**src/rtl/e203_exu_oitf_ooc.sv**
```systemverilog
// Outstanding instruction track FIFO: in-order allocate/retire, out-of-order completion by ITAG,
// with valid/ready retire port, global flush, occupancy count and illegal-completion pulse.
module e203_exu_oitf_ooc #(
    parameter int unsigned DEPTH   = 4,
    parameter int unsigned ITAG_W  = 2,
    parameter int unsigned RFIDX_W = 5,
    parameter int unsigned PC_W    = 32,
    parameter int unsigned CNT_W   = 3
) (
    input  logic               clk,
    input  logic               rst,
    input  logic               dis_ena,
    output logic               dis_ready,
    output logic [ITAG_W-1:0]  dis_ptr,
    input  logic               disp_i_rs1en,
    input  logic               disp_i_rs2en,
    input  logic               disp_i_rs3en,
    input  logic               disp_i_rdwen,
    input  logic [RFIDX_W-1:0] disp_i_rs1idx,
    input  logic [RFIDX_W-1:0] disp_i_rs2idx,
    input  logic [RFIDX_W-1:0] disp_i_rs3idx,
    input  logic [RFIDX_W-1:0] disp_i_rdidx,
    input  logic [PC_W-1:0]    disp_i_pc,
    input  logic               cmt_ena,
    input  logic [ITAG_W-1:0]  cmt_itag,
    output logic               ret_vld,
    input  logic               ret_rdy,
    output logic [ITAG_W-1:0]  ret_ptr,
    output logic [RFIDX_W-1:0] ret_rdidx,
    output logic               ret_rdwen,
    output logic [PC_W-1:0]    ret_pc,
    input  logic               flush_ena,
    output logic               oitfrd_match_disprs1,
    output logic               oitfrd_match_disprs2,
    output logic               oitfrd_match_disprs3,
    output logic               oitfrd_match_disprd,
    output logic               oitf_empty,
    output logic               oitf_full,
    output logic [CNT_W-1:0]   oitf_cnt,
    output logic               cmt_err
);

    logic [DEPTH-1:0]   vld_q, vld_d, done_q, done_d;
    logic [ITAG_W-1:0]  alc_ptr_q, alc_ptr_d, ret_ptr_q, ret_ptr_d;
    logic               alc_flg_q, alc_flg_d, ret_flg_q, ret_flg_d;
    logic [CNT_W-1:0]   cnt_q, cnt_d;
    logic               cmt_err_q, cmt_err_d;

    logic [RFIDX_W-1:0] rdidx_q [DEPTH];
    logic               rdwen_q [DEPTH];
    logic [PC_W-1:0]    pc_q    [DEPTH];

    logic [DEPTH-1:0]   alc_oh, ret_oh, cmt_oh;
    logic               cmt_ok, dis_fire, ret_fire;

    // Advance a wrap-flagged pointer; returns {flag, ptr}.
    function automatic logic [ITAG_W:0] ptr_adv(input logic [ITAG_W-1:0] p, input logic f);
        if (p == ITAG_W'(DEPTH - 1)) begin
            return {~f, ITAG_W'(0)};
        end
        return {f, p + ITAG_W'(1)};
    endfunction

    always_comb begin
        alc_oh = '0;
        ret_oh = '0;
        cmt_oh = '0;
        for (int unsigned i = 0; i < DEPTH; i++) begin
            alc_oh[i] = (alc_ptr_q == ITAG_W'(i));
            ret_oh[i] = (ret_ptr_q == ITAG_W'(i));
            cmt_oh[i] = (cmt_itag  == ITAG_W'(i));
        end
    end

    assign oitf_empty = (alc_ptr_q == ret_ptr_q) & (alc_flg_q == ret_flg_q);
    assign oitf_full  = (alc_ptr_q == ret_ptr_q) & (alc_flg_q != ret_flg_q);
    assign dis_ready  = ~oitf_full;
    assign dis_ptr    = alc_ptr_q;
    assign ret_ptr    = ret_ptr_q;
    assign ret_vld    = |(ret_oh & vld_q & done_q);
    assign oitf_cnt   = cnt_q;
    assign cmt_err    = cmt_err_q;

    // An ITAG outside the table selects no entry and so is never legal.
    assign cmt_ok   = cmt_ena & (|(cmt_oh & vld_q & ~done_q));
    assign dis_fire = dis_ena & ~oitf_full & ~flush_ena;
    assign ret_fire = ret_vld & ret_rdy & ~flush_ena;

    always_comb begin
        ret_rdidx = '0;
        ret_rdwen = 1'b0;
        ret_pc    = '0;
        for (int unsigned i = 0; i < DEPTH; i++) begin
            if (ret_oh[i]) begin
                ret_rdidx = rdidx_q[i];
                ret_rdwen = rdwen_q[i];
                ret_pc    = pc_q[i];
            end
        end
    end

    // Hazard match against registered entries only; done-but-unretired entries still count.
    always_comb begin
        oitfrd_match_disprs1 = 1'b0;
        oitfrd_match_disprs2 = 1'b0;
        oitfrd_match_disprs3 = 1'b0;
        oitfrd_match_disprd  = 1'b0;
        for (int unsigned i = 0; i < DEPTH; i++) begin
            if (vld_q[i] & rdwen_q[i]) begin
                oitfrd_match_disprs1 |= disp_i_rs1en & (rdidx_q[i] == disp_i_rs1idx);
                oitfrd_match_disprs2 |= disp_i_rs2en & (rdidx_q[i] == disp_i_rs2idx);
                oitfrd_match_disprs3 |= disp_i_rs3en & (rdidx_q[i] == disp_i_rs3idx);
                oitfrd_match_disprd  |= disp_i_rdwen & (rdidx_q[i] == disp_i_rdidx);
            end
        end
    end

    always_comb begin
        vld_d     = vld_q;
        done_d    = done_q;
        alc_ptr_d = alc_ptr_q;
        alc_flg_d = alc_flg_q;
        ret_ptr_d = ret_ptr_q;
        ret_flg_d = ret_flg_q;
        cnt_d     = cnt_q;
        cmt_err_d = 1'b0;
        if (flush_ena) begin
            vld_d     = '0;
            done_d    = '0;
            alc_ptr_d = '0;
            alc_flg_d = 1'b0;
            ret_ptr_d = '0;
            ret_flg_d = 1'b0;
            cnt_d     = '0;
        end else begin
            cmt_err_d = cmt_ena & ~cmt_ok;
            if (cmt_ok) begin
                done_d = done_d | cmt_oh;
            end
            if (ret_fire) begin
                vld_d                  = vld_d & ~ret_oh;
                done_d                 = done_d & ~ret_oh;
                {ret_flg_d, ret_ptr_d} = ptr_adv(ret_ptr_q, ret_flg_q);
            end
            if (dis_fire) begin
                vld_d                  = vld_d | alc_oh;
                done_d                 = done_d & ~alc_oh;
                {alc_flg_d, alc_ptr_d} = ptr_adv(alc_ptr_q, alc_flg_q);
            end
            case ({dis_fire, ret_fire})
                2'b10:   cnt_d = cnt_q + CNT_W'(1);
                2'b01:   cnt_d = cnt_q - CNT_W'(1);
                default: cnt_d = cnt_q;
            endcase
        end
    end

    always_ff @(posedge clk or posedge rst) begin
        if (rst) begin
            vld_q     <= '0;
            done_q    <= '0;
            alc_ptr_q <= '0;
            alc_flg_q <= 1'b0;
            ret_ptr_q <= '0;
            ret_flg_q <= 1'b0;
            cnt_q     <= '0;
            cmt_err_q <= 1'b0;
        end else begin
            vld_q     <= vld_d;
            done_q    <= done_d;
            alc_ptr_q <= alc_ptr_d;
            alc_flg_q <= alc_flg_d;
            ret_ptr_q <= ret_ptr_d;
            ret_flg_q <= ret_flg_d;
            cnt_q     <= cnt_d;
            cmt_err_q <= cmt_err_d;
        end
    end

    // Payload is written on allocation only and is never cleared.
    always_ff @(posedge clk) begin
        for (int unsigned i = 0; i < DEPTH; i++) begin
            if (dis_fire & alc_oh[i]) begin
                rdidx_q[i] <= disp_i_rdidx;
                rdwen_q[i] <= disp_i_rdwen;
                pc_q[i]    <= disp_i_pc;
            end
        end
    end

    cnt_matches_vld: assert property (@(posedge clk) disable iff (rst)
        $countones(vld_q) == 32'(cnt_q));

endmodule

```
**config.mk**
```make
export PLATFORM = sky130hd
export DESIGN_NAME = e203_exu_oitf_ooc
export DESIGN_NICKNAME = d
export VERILOG_FILES = /design/src/rtl/e203_exu_oitf_ooc.sv
export SDC_FILE = /design/constraint.sdc
export NUM_CORES = 1
export LEC_CHECK = 0
export ABC_AREA = 1
export BUFFER_PORTS_ARGS = -buffer_cell sky130_fd_sc_hd__clkbuf_2
export CAP_MARGIN = 10
export CORE_ASPECT_RATIO = 0.5
export CORE_MARGIN = 4
export CORE_UTILIZATION = 60
export CTS_BUF_LIST = sky130_fd_sc_hd__clkbuf_8 sky130_fd_sc_hd__clkbuf_16
export DETAILED_ROUTE_END_ITERATION = 10
export PLACE_DENSITY = 0.83
export RECOVER_POWER = 25
export SLEW_MARGIN = 20
export SYNTH_ARGS = -nofsm -noshare
export SYNTH_HDL_FRONTEND = slang
export SYNTH_SLANG_ARGS = --single-unit
```
**constraint.sdc**
```tcl
create_clock -name clk -period 5.56 [get_ports clk]
set_input_delay 1.112 -clock clk [delete_from_list [all_inputs] [get_ports clk]]
set_output_delay 1.112 -clock clk [all_outputs]
set_load 0.005 [all_outputs]
```
==> impl_metrics.yaml <==
power:
  intPower_uw: 2090
  comb_power_share_pct: 7.1
  peakVddDrop_mv: 0.250
  p_sw_share_pct: 24.1
  p_leak_uw: 0.00352
  power.switching_uw: 665
  p_per_area_nw_per_um2: 302
  seqPwrFrac_pct: 52.7
  clockPowerShare_pct: 40.2
cts:
  cts_resized: 0
  cts_setup_buffers: 0
  cts_made_buffers: 17
  cts.clk_slew.worst_paths_ns: 0.07
  clock_sinks: 170
  h-tree-depth: 4
  hold_buffers: 0
  clk_path_buf_depth: 2
  clk_latency_ns: 0.42
  cts_tree: "built"
  clockRootBuffer: "clkbuf_16"
routing:
  viasPerCell: 6.17
  wl_per_cell_um: 20.3
  final_antenna_net_count: 0
  vias: 6098
  route.detailed.drc: 0
  drtPass1Iterations: 5
  wl_um: 20100
  drt_iter0_markers: 752
die:
  die_h_um: 89.2
  dieArea_um2: 15200
  rows: 29
  start_util_pct: 61.9
  boundaryPins: 118
  die_width_um: 170
  core_area_um2: 12800
sta:
  skew_ns: 0.0105
  worst_slew_pin_slew_ns: 1.12
  fmaxAchievable_mhz: 238
  min_period_ns: 4.19
  min_period_over_period_pct: 75.4
  slew_violations: 0
  rsz0062_at_grt: "no"
  fin_tns_setup_ns: 0
  final-setup-viol-count: 0
  slew_headroom_pct: 24.6
  finalHoldViolations: 0
synthesis:
  async_flop_share_pct: 10.6
  postSynthAreaPerCell_um2: 11.4
  syn_inst: 693
  yosys_warnings: 0
  ys_types: 41
  ys_seq_area_share_pct: 63.4
  ys_ff_latch: 170
  syn_nets: 766
  synth_edf_count: 152
  synth_area_um2: 7910
  synthFlopType: "edfxtp_1"
global_routing:
  grt_pass1_vias: 5928
  grt_pass1_wl_um: 31700
  overflow: 0
  grt_use_total_pct: 27.4
  grt_max_degree: 41
  grt_antenna_before_repair: 0
critical_path:
  path_buf_inv: 2
  cp_cell_sequence: "inv_2, ha_2, nor2_4, a221oi_1, o31ai_1, clkbuf_2"
  max_stage_delay_ns: 0.89
  crit_required_ns: 4.45
  cp_top_family: "simple AND/OR/NAND/NOR gates"
  cp.arrival_ns: 3.08
  cp_num_cells: 6
  worst_setup_path_end_kind: "output port"
  critical-path-slowest-cell: "nor2_4"
  crit_path_max_fanout: 38
  critPathLaunchType: "flop"
  critical_path_class: "flop to output port"
  worstRegToRegCells: 11
cells_and_area:
  antenna_cells: 0
  finish.utilization_pct: 71.5
  synthToLayoutAreaGrowth_pct: 15.6
  drive_above_1_share_pct: 19.8
  fillers: 893
  final_nets: 878
place:
  port_buffers: 117
  place_congestion: 0.973
  hpwlAfterDp_um: 13100
run_status:
  outcome: "completed"
min_path:
  min_path_cells: 2
  hold_class: "flop to flop"
job:
  drv_cap: 0
## worst register-to-register path: stages, from the launching register on
cell and delay, ns:
dfrtp_1 0.43, ha_2 0.61, buf_4 0.50, nand3_2 0.14
nand2_2 0.13, nor2_4 0.06, nor2_8 0.16, nand3_4 0.10
inv_1 0.08, fa_1 0.40, nand2_1 0.07, nand2_1 0.04
## cells in the final DEF (no fill, tap or decap), types with 4 or more instances in the layout
master,n
xnor2_1,4
inv_6,7
a221oi_1,37
nor2_4,7
nand2_2,7
nor3_1,23
o21ai_0,19
clkbuf_1,27
nand2_1,92
xor2_1,12
nor2_1,72
edfxtp_1,152
inv_1,64
o22ai_1,34
inv_2,8
dfrtp_1,18
clkbuf_16,17
nand3_1,16
buf_4,7
a21oi_1,21
o31ai_1,33
clkbuf_2,90
ha_1,6
o211ai_1,10
nand3_2,5
a211oi_1,4
## layer usage
layer	wire [µm]	part of all wire (%)	GRT usage, %
met3	1970	9.8	5.57
met2	9500	47	44.9
met4	461	2.3	9.35
met1	8130	41	37.7
met5	0	0	0
## sequential cells by signal, summed over array words and instances (netlist names)
signal,flops
done_q,4
vld_q,4
ret_ptr,2
dis_ptr,2
oitf_cnt,3
alc_flg_q,1
rdwen_q,4
cmt_err,1
rdidx_q,20
pc_q,128
ret_flg_q,1
## logic make-up (layout without fill, tap and decap cells)
group,Yosys count,count (layout),synth area share (%)
AOI/OAI and AO/OA,164,164,14.4
xor gates and xnor gates,16,16,1.77
buffers and inverters,104,229,5.59
adders and majority gates,9,9,1.52
and+or+nand+nor,230,230,13.3
DFF,170,170,63.4
## stage by stage
step	power, µW	area, µm²	setup WS, ns	hold WS (ns)	std cells
after floorplan	1580	7910	2.66	0.512	693
after global placement	1670	8610	1.94	0.520	956
after detailed placement	1680	8610	1.89	0.531	956
after CTS	2770	9170	1.40	0.550	988
after global routing	2860	9140	1.08	0.587	988
final	2760	9140	1.37	0.548	988
## worst paths after layout
path                                  start     endpoint  slack, ns
worst max-delay path             ret_ptr[1]   ret_pc[17]       1.37
worst min-delay path            oitf_cnt[1]  oitf_cnt[1]       0.55
worst max register to register   ret_ptr[0]  oitf_cnt[1]       2.73
worst min register to register  oitf_cnt[1]  oitf_cnt[1]       0.55
max in group asynchronous               rst     vld_q[1]       4.28
min in group asynchronous               rst  oitf_cnt[1]       0.80
## power groups by stage
stage                     sequential (µW)  combinational (µW)  clock (µW)
after floorplan                      1470                 105           0
after global placement               1480                 193           0
after detailed placement             1480                 197           0
after CTS                            1450                 199        1120
after global routing                 1460                 219        1180
final                                1450                 196        1110
## synthesized netlist by cell type (2+ instances only)
master / number / area share [%]
a211oi_1: 4 / 0.38
a21oi_1: 21 / 1.3
a221oi_1: 37 / 4.1
buf_2: 8 / 0.51
buf_4: 2 / 0.19
buf_6: 3 / 0.43
clkbuf_1: 14 / 0.66
clkbuf_2: 2 / 0.13
dfrtp_1: 18 / 5.7
edfxtp_1: 152 / 58
ha_1: 8 / 1.3
inv_1: 63 / 3.0
inv_2: 8 / 0.38
nand2_1: 92 / 4.4
nand2_2: 7 / 0.55
nand2_4: 2 / 0.28
nand3_1: 16 / 1.0
nand3_2: 5 / 0.63
nand4_1: 3 / 0.24
nor2_1: 72 / 3.4
nor2_2: 3 / 0.24
nor2_4: 4 / 0.57
nor3_1: 23 / 1.5
o211ai_1: 10 / 0.95
o21a_1: 3 / 0.28
o21ai_0: 19 / 1.2
o22ai_1: 34 / 2.7
o31ai_1: 33 / 3.1
xnor2_1: 4 / 0.44
xor2_1: 12 / 1.3
## area by class of cell
type / instances / area (µm²) / area share (%)
repair buffers: 124 / 604 / 6.61
flip-flops and latches: 170 / 5010 / 54.9
clock inverters: 15 / 133 / 1.45
clock buffers: 17 / 425 / 4.66
inverters: 73 / 279 / 3.05
multi-input cells: 419 / 2470 / 27.0
well taps: 170 / 213 / 2.33
No activity file was read; power rests on OpenSTA's default activity.
